[config.mk]
export PLATFORM = sky130hd
export DESIGN_NAME = cdu_count_scheduler
export DESIGN_NICKNAME = d
export VERILOG_FILES = /design/src/rtl/cdu_count_scheduler.sv
export SDC_FILE = /design/constraint.sdc
export NUM_CORES = 1
export LEC_CHECK = 0
export BUFFER_PORTS_ARGS = -buffer_cell sky130_fd_sc_hd__buf_4
export CELL_PAD_IN_SITES_DETAIL_PLACEMENT = 1
export CELL_PAD_IN_SITES_GLOBAL_PLACEMENT = 1
export CORE_MARGIN = 2
export CORE_UTILIZATION = 42
export DETAILED_ROUTE_END_ITERATION = 8
export PLACE_DENSITY = 0.83
export SETUP_SLACK_MARGIN = 0.3
export SLEW_MARGIN = 20
export SYNTH_ARGS = -nofsm -noshare
export SYNTH_HDL_FRONTEND = slang
export SYNTH_SLANG_ARGS = --single-unit
[constraint.sdc]
create_clock -name CLOCKH -period 3.08 [get_ports CLOCKH]
set_input_delay 0.616 -clock CLOCKH [delete_from_list [all_inputs] [get_ports CLOCKH]]
set_output_delay 0.616 -clock CLOCKH [all_outputs]
set_load 0.005 [all_outputs]
[src/rtl/cdu_count_scheduler.sv]
// Arbitrates the three CDU channels onto the single AGC counter-increment port,
// keeping a saturating signed backlog per channel and issuing one step per handshake.
module cdu_count_scheduler #(
   parameter int BW  = 4,
   parameter int GAP = 3
) (
   input  logic       CLOCKH,
   input  logic       rst_n,
   input  logic       AUPLVL,
   input  logic       ADNLVL,
   input  logic       BUPLVL,
   input  logic       BDNLVL,
   input  logic       CUPLVL,
   input  logic       CDNLVL,
   input  logic       ACDUZ,
   input  logic       BCDUZ,
   input  logic       CCDUZ,
   input  logic       CNTEN,
   input  logic       CNTACK,
   output logic       CNTREQ,
   output logic [1:0] CNTCH,
   output logic       CNTDIR,
   output logic [2:0] OVF,
   output logic       BUSY
);

   typedef enum logic [1:0] {S_IDLE, S_REQ, S_GAP} state_t;

   localparam int GW = (GAP > 1) ? $clog2(GAP) : 1;
   localparam logic [GW-1:0] GAP_LAST = GW'((GAP > 0) ? GAP - 1 : 0);
   localparam int MAX_V = 2 ** (BW - 1) - 1;
   localparam int MIN_V = -(2 ** (BW - 1));

   state_t               state;
   state_t               state_next;
   logic signed [BW-1:0] backlog      [3];
   logic signed [BW-1:0] backlog_next [3];
   logic [2:0]           ovf_next;
   logic [2:0]           up;
   logic [2:0]           dn;
   logic [2:0]           zero;
   logic [2:0]           nz;
   logic [1:0]           ptr;
   logic [1:0]           ptr_next;
   logic [1:0]           ch_next;
   logic [1:0]           sel;
   logic                 sel_found;
   logic                 dir_next;
   logic                 ack_hit;
   logic [GW-1:0]        gap_cnt;
   logic [GW-1:0]        gap_next;

   assign up      = {CUPLVL, BUPLVL, AUPLVL};
   assign dn      = {CDNLVL, BDNLVL, ADNLVL};
   assign zero    = {CCDUZ, BCDUZ, ACDUZ};
   assign ack_hit = (state == S_REQ) && CNTACK;
   assign CNTREQ  = (state == S_REQ);
   assign BUSY    = (state != S_IDLE) || (nz != 3'b000);

   always_comb begin
      for (int c = 0; c < 3; c++) begin
         nz[c] = (backlog[c] != '0);
      end
   end

   // An acknowledge steps the granted backlog one unit toward zero from its current value.
   always_comb begin
      int sum;
      ovf_next = OVF;
      sum      = 0;
      for (int c = 0; c < 3; c++) begin
         sum = int'(backlog[c]) + int'(up[c]) - int'(dn[c]);
         if (ack_hit && (CNTCH == 2'(c))) begin
            if (backlog[c] > 0) begin
               sum = sum - 1;
            end else if (backlog[c] < 0) begin
               sum = sum + 1;
            end
         end
         if (zero[c]) begin
            backlog_next[c] = '0;
            ovf_next[c]     = 1'b0;
         end else if (sum > MAX_V) begin
            backlog_next[c] = BW'(MAX_V);
            ovf_next[c]     = 1'b1;
         end else if (sum < MIN_V) begin
            backlog_next[c] = BW'(MIN_V);
            ovf_next[c]     = 1'b1;
         end else begin
            backlog_next[c] = BW'(sum);
         end
      end
   end

   // Round-robin search: first nonzero channel at or after the pointer.
   always_comb begin
      int idx;
      sel       = ptr;
      sel_found = 1'b0;
      idx       = 0;
      for (int i = 0; i < 3; i++) begin
         idx = int'(ptr) + i;
         if (idx > 2) begin
            idx = idx - 3;
         end
         if (!sel_found && nz[2'(idx)]) begin
            sel_found = 1'b1;
            sel       = 2'(idx);
         end
      end
   end

   always_comb begin
      state_next = state;
      ch_next    = CNTCH;
      dir_next   = CNTDIR;
      ptr_next   = ptr;
      gap_next   = gap_cnt;
      case (state)
         S_IDLE: begin
            if (CNTEN && sel_found) begin
               state_next = S_REQ;
               ch_next    = sel;
               dir_next   = (backlog[sel] > 0);
            end
         end
         S_REQ: begin
            if (CNTACK) begin
               ptr_next   = (CNTCH == 2'd2) ? 2'd0 : CNTCH + 2'd1;
               gap_next   = '0;
               state_next = (GAP == 0) ? S_IDLE : S_GAP;
            end
         end
         S_GAP: begin
            if (gap_cnt == GAP_LAST) begin
               state_next = S_IDLE;
            end else begin
               gap_next = gap_cnt + 1'b1;
            end
         end
         default: state_next = S_IDLE;
      endcase
   end

   always_ff @(posedge CLOCKH or negedge rst_n) begin
      if (!rst_n) begin
         state   <= S_IDLE;
         ptr     <= 2'd0;
         CNTCH   <= 2'd0;
         CNTDIR  <= 1'b0;
         gap_cnt <= '0;
      end else begin
         state   <= state_next;
         ptr     <= ptr_next;
         CNTCH   <= ch_next;
         CNTDIR  <= dir_next;
         gap_cnt <= gap_next;
      end
   end

   always_ff @(posedge CLOCKH or negedge rst_n) begin
      if (!rst_n) begin
         OVF <= 3'b000;
         for (int c = 0; c < 3; c++) begin
            backlog[c] <= '0;
         end
      end else begin
         OVF <= ovf_next;
         for (int c = 0; c < 3; c++) begin
            backlog[c] <= backlog_next[c];
         end
      end
   end

endmodule

* Word level (Yosys, flattened, before mapping)
Index checks and enable logic that the tools add are counted.
Storage, ports and cells: word-level logic and storage cells 141, register bits 24, output and inout bits 8, input port bits 13
Cells by class: $add $sub $neg 19, mux-type cells 56, reductions and logical operators 25, equality and inequality tests 9, bitwise gates (word level) 1, $lt $le $gt $ge 20
Operator list (number):
- 2-to-1 mux 32 bit | 9
- > comparator 32 x 4 -> 1 bit (second input constant) | 3
- < comparator 32 x 4 -> 1 bit (second input constant) | 3
- 2-to-1 mux 4 bit | 11
- 2-to-1 mux 2 bit | 12
- adder 6 x 2 -> 7 bit (second input constant) | 3
- subtractor 6 x 2 -> 7 bit (second input constant) | 3
- 2-to-1 mux 1 bit | 18
- subtractor 5 x 2 -> 6 bit | 3
- > comparator 4 x 1 -> 1 bit (second input constant) | 4
- adder 4 x 2 -> 5 bit | 3
- < comparator 2 x 4 -> 1 bit (second input constant) | 3
- < comparator 4 x 1 -> 1 bit (second input constant) | 3
- nonzero test 3 bit | 4
- nonzero test 4 bit | 3
- binary-select mux 4 bit (select 2 bit) | 1
- inequality test 2 bit (second input constant) | 4
- logical AND 1 bit | 7
- binary-select mux 1 bit (select 2 bit) | 3
- equality test 2 bit (second input constant) | 3
- > comparator 3 x 2 -> 1 bit (second input constant) | 2
- case mux 2 bit (3 select lines) | 1
- AND reduction 3 bit | 2
- subtractor 2 bit (second input constant) | 3
- other kinds (13) | 19

* Longest topological paths before layout
Gate-level depths: netlist (run 1).
depth in word-level cells 17, gate-level depth with buffers 13, gate-level depth less buffers 13

* Worst setup path after synthesis (run 1)
No wires, ideal clock.
path kind in2reg, start input BDNLVL, end register backlog[5] (netlist name), path slack -0.128 ns, library setup time 0.111 ns, path buffers 0, arrival time 3.097 ns, data required time 2.969 ns, stages on the path 12, cells stage by stage ha_1 > inv_1 > ha_1 > fa_1 > inv_1 > ha_1 > nand3_1 > or4_4 > a21oi_2 > o211ai_1 > nor2b_4 > a2111oi_2
RTL lines:
- start, declared | RTL line 12 | input logic BDNLVL,
- end signal, assigned by index | RTL line 170 | backlog[c] <= backlog_next[c];
- end, declared | RTL line 36 | logic signed [BW-1:0] backlog [3];

==> results of run 1 <==
-- placed cells by master (no fill, tap or decap), types with 6 or more instances in the layout --
| master | n |
|---|---|
| or3_1 | 8 |
| ha_1 | 16 |
| o21ai_0 | 10 |
| nor2_1 | 7 |
| ha_4 | 9 |
| buf_6 | 6 |
| a21oi_1 | 19 |
| xnor2_1 | 7 |
| nor3_1 | 10 |
| dfrtp_1 | 21 |
| buf_4 | 62 |
| inv_2 | 10 |
| inv_1 | 28 |
| nand3_1 | 6 |
| o211ai_1 | 8 |
| nand2_1 | 13 |
-- worst reg2reg max path: stages, from the launching register on --
cell       delay (ns)
dfrtp_1          0.43
inv_2            0.07
ha_4             0.26
inv_2            0.04
ha_4             0.16
fa_2             0.41
xnor2_4          0.23
nand3_2          0.12
or4_4            0.54
buf_6            0.15
buf_4            0.14
nor2b_4          0.13
a21o_4           0.24
nor2b_4          0.20
a2111oi_2        0.05
-- area by class of cell --
class,instances,share of cell area
Clock buffer,3,0.01073
Clock inverter,1,0.007802
Sequential cell,24,0.1570
Inverter,40,0.04031
Multi-Input combinational cell,245,0.6213
Timing Repair Buffer,68,0.1385
Tap cell,75,0.02438
-- cell families after synthesis --
kind of cell / after synthesis / synth area share
and+or+nand+nor: 103 / 0.2351
DFF: 24 / 0.2271
AOI/OAI and AO/OA: 83 / 0.2214
xor gates and xnor gates: 18 / 0.05960
muxes: 10 / 0.03879
buffers and inverters: 45 / 0.06386
adders and majority gates: 31 / 0.1542
-- metrics by stage --
| step | cells | setup TNS (ns) |
|---|---|---|
| after floorplan | 314 | -0.04499 |
| after detailed placement | 425 | -2.456 |
| after CTS | 439 | -0.5169 |
| after global placement | 425 | -1.325 |
| final | 456 | -0.9847 |
| after global routing | 456 | -1.747 |
-- flip-flops by register name, indices dropped and copies added, names as in the netlist --
signal / cells
backlog: 12
OVF: 3
CNTCH: 2
gap_cnt: 2
ptr: 2
state: 2
CNTDIR: 1
-- metal layers --
layer  GRT usage  share of wire  up-vias
li1            -              -     1287
met1      0.3185           0.40     1485
met2      0.4912           0.50      139
met3     0.03380          0.056       45
met4     0.05961          0.041        0
met5           0              0        -
-- final timing paths --
path | to | cells after the start | slack, ns | start
worst max-delay path | backlog[5]$_DFF_PN0_ | 14 | -0.20 | backlog[4]$_DFF_PN0_
min in group CLOCKH | OVF[2]$_DFFE_PN0P_ | 2 | 0.56 | CCDUZ
max in group asynchronous | backlog[8]$_DFF_PN0_ | 1 | 2.56 | rst_n
worst max register to register | backlog[5]$_DFF_PN0_ | 14 | -0.20 | backlog[4]$_DFF_PN0_
worst min-delay path | gap_cnt[1]$_DFFE_PN0P_ | 1 | 0.24 | rst_n
worst min register to register | gap_cnt[1]$_DFFE_PN0P_ | 2 | 0.57 | gap_cnt[1]$_DFFE_PN0P_
-- what timing repair did --
action	in CTS	in global routing
setup endpoints to repair	15	16
hold endpoints to repair	0	0
gates resized for setup	30	54
pin swaps	24	26
buffers inserted	10	17
hold buffers	0	0
==> impl_results.md, run 1 <==
- Status: finished, violations left
- Failing checks: negative setup slack
- Clk_lat worst skew: 0.28 ns
- WS Path Type: register to register
- Top post-synthesis cells by area: dfrtp_1 (23%), ha_1 (13%), inv_1 (5.7%)
- Final clock skew: 0.003386 ns
- Gpl congestion: 0.8638
- Top delay family on crit path: simple AND/OR/NAND/NOR gates
- Cell accounting for the most synthesized area: dfrtp_1
- Setup violation total in the final timing report: 9
- First-pass DRT Iterations: 5
- Io pins: 21
- Netlist Area Pre-Place: 0.002645 mm2
- Share of cells above drive strength 1: 0.4541
- Largest stage delay, worst path: 0.54 ns
- Crit path capture type: register
- Fmax: 0.3047 GHz
- Critical path buffers and inverters: 4
- Final-report hold violation count: 0
- Sequential fraction of the synthesis area: 0.2271
- RSZ-0062 raised after global routing: true
- Post-route setup slack: -0.2023 ns
- Total CTS buffers: 3
- Antenna Nets Post-Route: 0
- Critical Path Fanout Max: 5
- Min Tclk post-route: 3.282 ns
- Clk root buf: clkbuf_8
- CTS tree: done
- Post-route clock period utilization: 1.066
- Final Core Density: 0.6424
- Global-route wire length before repair: 14.93 mm
- Post-Route WL: 11.12 mm
- Core area: 0.005991 mm2
- Most common library cells after synthesis: inv_1 (40), ha_1 (27), dfrtp_1 (24), a21oi_1 (21), nand2_1 (15)
- Worst-Margin Slew: 0.6808 ns
- H-tree Lvls: 1
- DP Wirelength: 6.245 mm
- CP Cell Sequence: inv_2 > ha_4 > inv_2 > ha_4 > fa_2 > xnor2_4 > nand3_2 > or4_4 > buf_6 > buf_4 > nor2b_4 > a21o_4 > nor2b_4 > a2111oi_2
- Nets@finish: 425
- Congestion Overflow GR: 0
- Largest net degree at the start of global routing: 25
- Clk sinks: 24
- Cell row count: 28
- Flops & latches, synth: 24
- Die W: 83.36 um
- Worst EP required: 3.24 ns
- Yosys warns: 0
- Clk pin slew, worst setup/hold paths: 0.10 ns
- Vias: 2956
- EDFF count, synth: 0
- Rel. slew slack: 0.5461
- Post-DP Area: 0.003193 mm2
- Slowest cell on crit path: or4_4
- ANT cells: 0
- Filler cells: 665
- Syn Nets: 357
- IO buf count: 20
- Initial antenna violation count: 0
- Maxcap violations: 0
- Synthesis-to-layout area growth: 45.51%
- Startpoint types: register
- WL/cell: 24.38 um
- Fin area: 0.003849 mm2
- Seq. cell area: 604.3 um2
- Total global-route track usage: 0.2629
- Hold slack: 0.2370 ns
- Fin. max-slew vios: 0
- CTS max path bufs: 2
- Die Footprint: 0.006949 mm2
- WP data arrival: 3.44 ns
- Initial Utilization: 0.4415
- Area of the multi-input gates: 0.002391 mm2
- Number of global-route vias before repair: 2971
- Pre-CTS WS: -0.3339 ns
- Mean post-synth cell area: 8.424 um2
- Top_reg_cell synth: dfrtp_1
- Post-synth top area share: 0.2271
- Hold Crit Class: input port to asynchronous set/reset pin
- Cell with the most instances after synthesis: inv_1
- Count of different cell masters after synthesis: 68
- DRC viols: 0
- Post-DR vias/cell: 6.482
- Ys async rst share: 1.000
- DRT iter0 DRCs: 186
- Syn Inst Count: 314
- Die Span Y: 83.36 um
Power of run 1 is left out: the tool's default activity adds up to more than one toggle a clock period on the data nets, which glitch-free logic cannot reach.
==> inputs of run 2 (changes only) <==
--- a/config.mk
+++ b/config.mk
@@ -9,10 +9,11 @@
 export CELL_PAD_IN_SITES_DETAIL_PLACEMENT = 1
 export CELL_PAD_IN_SITES_GLOBAL_PLACEMENT = 1
 export CORE_MARGIN = 2
-export CORE_UTILIZATION = 42
+export CORE_UTILIZATION = 46
 export DETAILED_ROUTE_END_ITERATION = 8
-export PLACE_DENSITY = 0.83
+export PLACE_DENSITY = 0.86
 export SETUP_SLACK_MARGIN = 0.3
+export SKIP_CTS_REPAIR_TIMING = 1
 export SLEW_MARGIN = 20
 export SYNTH_ARGS = -nofsm -noshare
 export SYNTH_HDL_FRONTEND = slang
==> constraint.sdc (replaced) <==
create_clock -name CLOCKH -period 3.05 [get_ports CLOCKH]
set_input_delay 0.61 -clock CLOCKH [delete_from_list [all_inputs] [get_ports CLOCKH]]
set_output_delay 0.61 -clock CLOCKH [all_outputs]
set_load 0.005 [all_outputs]
==> run 2 against run 1 <==
Net effect: highest routed layer unchanged; via count down 4.6%; first-iteration DRC count down 30%; the flow still finishes with violations (negative setup slack); die area down 8.3%.
==> impl_results.md, run 2 (synthesis results as in run 1) <==
- WL/cell: 21.68 um (-11%)
- Reg2reg setup slack: -0.18 ns (+0.02 ns)
- Vias: 2819 (-4.6%)
- Gpl congestion: 0.8820 (+2.1%)
- First-pass DRT Iterations: 4 (-1)
- CTS max path bufs: 2 (unchanged)
- CTS tree: done
- Fin cells: 442 (-3.1%)
- Largest register FFs: 12 (unchanged)
- Post-route clock period utilization: 1.059 (-0.006675)
- Setup violation total in the final timing report: 8 (-1)
- Antenna Nets Post-Route: 0 (unchanged)
- Total global-route track usage: 0.2399 (-0.02302)
- Clk root buf: clkbuf_8
- Final Core Density: 0.6432 (+0.0007410)
- Final-report hold violation count: 0 (unchanged)
- Post-DR vias/cell: 6.378 (-1.6%)
- Synthesis-to-layout area growth: 34.72%
- RSZ-0062 raised after global routing: true
- Clk sinks: 24 (unchanged)
- ANT cells: 0 (unchanged)
- WS Path Type: register to register
- CP Capture Point: backlog[5]$_DFF_PN0_
- Status: finished, violations left
- Clk_lat worst skew: 0.27 ns (about the same)
- Initial Utilization: 0.4774 (+0.03590)
- Share of cells above drive strength 1: 0.3622 (-0.09191)
- DRC viols: 0 (unchanged)
- Failing checks: negative setup slack
- Global-route wire length before repair: 12.43 mm (-17%)
- Critical Path Fanout Max: 4 (-1)
- Regs by FF count: backlog x12, OVF x3
- RR Startpoint: backlog[4]$_DFF_PN0_
- Post-Route WL: 9.584 mm (-14%)
- Clk pin slew, worst setup/hold paths: 0.09 ns (about the same)
- Nets@finish: 415 (-2.4%)
- Reg2reg path depth: 15 (+1)
- Fmax: 0.3096 GHz (+1.6%)
- DP Wirelength: 6.070 mm (-2.8%)
- Area of the multi-input gates: 0.002236 mm2 (-6.5%)
- Worst-Margin Slew: 0.6396 ns (-0.04125 ns)
- Final clock skew: 0.002863 ns (-0.0005238 ns)
- Crit path launch: backlog[4]$_DFF_PN0_
- DRT iter0 DRCs: 131 (-30%)
- Maxcap violations: 0 (unchanged)
- Commonest non-fill, non-tap cells in the layout: buf_4 (56), inv_1 (30), dfrtp_1 (24)
- Post-route setup slack: -0.1800 ns (+0.02233 ns)
- Total CTS buffers: 3 (unchanged)
- Congestion Overflow GR: 0 (unchanged)
- Initial antenna violation count: 0 (unchanged)
- Startpoint types: register
- H-tree Lvls: 1 (unchanged)
- Crit path capture type: register
- Most flop-heavy register: backlog
- Die Footprint: 0.006373 mm2 (-8.3%)
- Placed insts: 425 (unchanged)
- Worst EP required: 3.21 ns (-0.03 ns)
- Seq. cell area: 600.6 um2 (-0.62%)
- Die Span Y: 79.83 um (-4.2%)
- Fin. max-slew vios: 0 (unchanged)
- Most common cell after layout, fill and taps aside: buf_4
- Io pins: 21 (unchanged)
- Filler cells: 656 (-1.4%)
- Number of global-route vias before repair: 2719 (-8.5%)
- IO buf count: 20 (unchanged)
- Cell row count: 27 (-3.6%)
- Min Tclk post-route: 3.230 ns (-0.05233 ns)
- Worst reg2reg endpoint: backlog[5]$_DFF_PN0_
- WP data arrival: 3.39 ns (-0.05 ns)
- Core area: 0.005540 mm2 (-7.5%)
- Hold Crit Class: input port to asynchronous set/reset pin
- Pre-CTS WS: -0.3861 ns (-0.05224 ns)
- Die W: 79.83 um (-4.2%)
- Largest net degree at the start of global routing: 25 (unchanged)
- Rel. slew slack: 0.5703 (+0.02422)
[run 2: cell count changes in the layout (fill, tap and decap cells not counted), moves of 3 or more]
| cell | change |
|---|---|
| buf_4 | -6 |
| buf_6 | -4 |
| dfrtp_1 | +3 |
| dfrtp_2 | -3 |
| nand3_2 | -3 |
| nor2_1 | +3 |
| xnor2_1 | +3 |
| xnor2_2 | -3 |
[run 2: how the worst min path moves through the flow]
stage | depth (start not counted) | endpoint | slack, ns | start
3_5_place_dp | 2 | ptr[1]$_DFFE_PN0P_ | 0.52 | ptr[1]$_DFFE_PN0P_
6_report | 1 | gap_cnt[0]$_DFFE_PN0P_ | 0.22 | rst_n
3_3_place_gp | 2 | OVF[2]$_DFFE_PN0P_ | 0.51 | OVF[2]$_DFFE_PN0P_
5_1_grt | 1 | gap_cnt[0]$_DFFE_PN0P_ | 0.23 | rst_n
4_1_cts | 1 | gap_cnt[0]$_DFFE_PN0P_ | 0.24 | rst_n
2_1_floorplan | 0 | CNTCH[0]$_DFFE_PN0P_ | 0.31 | rst_n
[run 2: layout make-up]
cell class,count,area share
clock buffers,3,0.01159
repair buffers,58,0.1243
flip-flops and latches,24,0.1685
well taps,72,0.02528
inverters,40,0.04284
multi-input cells,245,0.6275
[run 2: per-stage QoR]
| stage | hold slack, ns | cell area [um2] | setup TNS, ns |
|---|---|---|---|
| 3_5_place_dp | 0.5168 | 3212 | -2.553 |
| 6_report | 0.2228 | 3563 | -1.028 |
| 3_3_place_gp | 0.5055 | 3212 | -1.524 |
| 5_1_grt | 0.2271 | 3563 | -1.883 |
| 2_1_floorplan | 0.3144 | 2810 | -0.09942 |
| 4_1_cts | 0.2405 | 3253 | -0.8220 |
[run 2: worst max-delay path, cell delays in order (launching register included)]
cell and delay, ns:
dfrtp_1 0.43, inv_2 0.07, ha_4 0.26, inv_2 0.04, ha_4 0.15, fa_2 0.58, buf_6 0.13, ha_1 0.14
nand2_1 0.10, nor2_1 0.15, o211ai_1 0.18, buf_4 0.20, a21oi_4 0.16, o211ai_1 0.16, nor2b_4 0.17, a2111oi_2 0.21
[run 2: metal layers]
layer | vias to the layer above | track usage | wire, um
met4 | 0 | 0.03898 | 444
met5 | - | 0 | 0
met1 | 1413 | 0.2993 | 3777
met2 | 89 | 0.4496 | 5055
met3 | 49 | 0.02602 | 307
li1 | 1268 | - | -
Power of run 2 is left out for the same reason.
==> inputs of run 3 (changes only) <==
--- a/config.mk
+++ b/config.mk
@@ -12,7 +12,7 @@
 export CORE_UTILIZATION = 46
 export DETAILED_ROUTE_END_ITERATION = 8
 export PLACE_DENSITY = 0.86
-export SETUP_SLACK_MARGIN = 0.3
+export REMOVE_ABC_BUFFERS = 1
 export SKIP_CTS_REPAIR_TIMING = 1
 export SLEW_MARGIN = 20
 export SYNTH_ARGS = -nofsm -noshare
==> run 3 against run 2 <==
Net effect: the flow still finishes with violations (negative setup slack); global-route usage rose by 0.86 points; critical path type unchanged; sequential cell count did not move; core utilization rose by 0.77 points; setup slack got worse by 0.0060 ns; hold slack improved by 0.0067 ns.
==> impl_results.md, run 3 (synthesis results as in run 1) <==
- Fmax: 0.3090 GHz (-0.19%)
- Filler cells: 658 (+0.30%)
- Die Footprint: 0.006373 mm2 (unchanged)
- Worst-Margin Slew: 0.5996 ns (-0.03998 ns)
- Slowest cell on crit path: fa_2
- Vias: 2778 (-1.5%)
- Fin. max-slew vios: 0 (unchanged)
- WL/cell: 22.49 um (+3.7%)
- Post-DP Area: 0.003114 mm2 (-3.0%)
- Nets@finish: 419 (+0.96%)
- Congestion Overflow GR: 0 (unchanged)
- Min Tclk post-route: 3.236 ns (+0.005989 ns)
- First-pass DRT Iterations: 4 (unchanged)
- Crit path capture type: register
- Fin area: 0.003606 mm2 (+1.2%)
- WS Path Type: register to register
- Critical Path Fanout Max: 4 (unchanged)
- Worst EP required: 3.22 ns (about the same)
- Final clock skew: 0.005159 ns (+0.002296 ns)
- Largest register FFs: 12 (unchanged)
- Largest net degree at the start of global routing: 25 (unchanged)
- CP Cell Sequence: inv_2 > ha_4 > inv_2 > ha_4 > fa_2 > ha_4 > nand2_4 > or3_4 > mux2i_4 > xnor2_2 > buf_4 > a311o_1 > o211ai_1
- Post-route setup slack: -0.1860 ns (-0.005989 ns)
- Hold Crit Class: input port to asynchronous set/reset pin
- CTS max path bufs: 2 (unchanged)
- Clk pin slew, worst setup/hold paths: 0.09 ns (about the same)
- Synthesis-to-layout area growth: 36.33%
- Setup violation total in the final timing report: 11 (+3)
- Maxcap violations: 0 (unchanged)
- Post-route clock period utilization: 1.061 (+0.001964)
- Io pins: 21 (unchanged)
- Pre-CTS WS: -0.4851 ns (-0.09895 ns)
- Clk sinks: 24 (unchanged)
- Cell row count: 27 (unchanged)
- Die Span Y: 79.83 um (unchanged)
- Number of global-route vias before repair: 2746 (+0.99%)
- Core area: 0.005540 mm2 (unchanged)
- Initial Utilization: 0.4774 (unchanged)
- Die W: 79.83 um (unchanged)
- Reg2reg path depth: 13 (-2)
- RR Startpoint: backlog[8]$_DFF_PN0_
- DRT iter0 DRCs: 256 (+95%)
- DP Wirelength: 6.088 mm (+0.29%)
- Largest stage delay, worst path: 0.61 ns (+0.03 ns)
- Share of cells above drive strength 1: 0.3636 (+0.001474)
- Total global-route track usage: 0.2485 (+0.008647)
- Initial antenna violation count: 0 (unchanged)
- ANT cells: 0 (unchanged)
- Worst reg2reg endpoint: backlog[9]$_DFF_PN0_
- Status: finished, violations left
- Global-route wire length before repair: 12.73 mm (+2.4%)
- Most common cell after layout, fill and taps aside: buf_4
- Most frequent CP cell: ha_4
- DRC viols: 0 (unchanged)
- Commonest non-fill, non-tap cells in the layout: buf_4 (59), inv_1 (31), dfrtp_1 (24)
- Failing checks: negative setup slack
- Rel. slew slack: 0.5972 (+0.02686)
- Clk root buf: clkbuf_8
- Post-DR vias/cell: 6.229 (-2.3%)
- Clk_lat worst skew: 0.28 ns (about the same)
- Post-Route WL: 10.03 mm (+4.7%)
- Antenna Nets Post-Route: 0 (unchanged)
- IO buf count: 20 (unchanged)
- H-tree Lvls: 1 (unchanged)
- Reg2reg setup slack: -0.19 ns (about the same)
- Startpoint types: register
- Final-report hold violation count: 0 (unchanged)
- Total CTS buffers: 3 (unchanged)
- RSZ-0062 raised after global routing: true
- Most flop-heavy register: backlog
- WP data arrival: 3.41 ns (+0.02 ns)
- CTS tree: done
- Regs by FF count: backlog x12, OVF x3
- Gpl congestion: 0.9093 (+3.1%)
## run 3: changes by cell type in the layout (fill, tap and decap cells not counted), moves of 2 or more
cell,change
mux2i_2,-2
and3_4,+2
inv_2,-2
ha_4,+2
nand3_1,-2
buf_4,+3
nor3b_1,+2
and3_1,-2
nand3_2,+3
## run 3: how the worst max path moves through the flow
stage / from / endpoint / slack [ns]
final: backlog[8]$_DFF_PN0_ / backlog[9]$_DFF_PN0_ / -0.19
after global routing: backlog[4]$_DFF_PN0_ / backlog[4]$_DFF_PN0_ / -0.27
after CTS: backlog[4]$_DFF_PN0_ / backlog[5]$_DFF_PN0_ / -0.25
after detailed placement: BDNLVL / backlog[4]$_DFF_PN0_ / -0.49
after global placement: BDNLVL / backlog[5]$_DFF_PN0_ / -0.32
after floorplan: BDNLVL / backlog[5]$_DFF_PN0_ / -0.15
## run 3: worst max-delay path: cells and delay by family, from the launching register on
family | cells | cell delay, ns
fa+ha+maj | 4 | 1.18
simple gates | 2 | 0.45
flops | 1 | 0.39
mux | 1 | 0.18
compound gates | 2 | 0.57
xor+xnor | 1 | 0.10
buf+inv | 3 | 0.25
## run 3: routing by layer
metal | vias to the layer above | global-route usage | part of all wire
li1 | 1266 | - | -
met1 | 1403 | 0.3019 | 0.39
met2 | 88 | 0.4681 | 0.54
met3 | 21 | 0.02602 | 0.041
met4 | 0 | 0.05593 | 0.025
met5 | - | 0 | 0
## run 3: final cells by class
cell class / count / area, um2 / area share
Clock buffer: 3 / 41.29 / 0.01145
Multi-Input combinational cell: 245 / 2242 / 0.6218
Inverter: 40 / 155.1 / 0.04303
Sequential cell: 24 / 600.6 / 0.1666
Tap cell: 72 / 90.09 / 0.02498
Timing Repair Buffer: 62 / 476.7 / 0.1322
## run 3: metrics by stage
stage / TNS (ns) / hold slack, ns / cells / utilization
2_1_floorplan: -0.6487 / 0.3144 / 309 / -
3_3_place_gp: -3.112 / 0.4991 / 434 / 0.5621
3_5_place_dp: -4.672 / 0.5138 / 434 / 0.5621
4_1_cts: -1.616 / 0.2439 / 437 / 0.5696
5_1_grt: -2.345 / 0.2435 / 446 / 0.6509
6_report: -1.054 / 0.2295 / 446 / 0.6509
Power of run 3 is left out for the same reason.
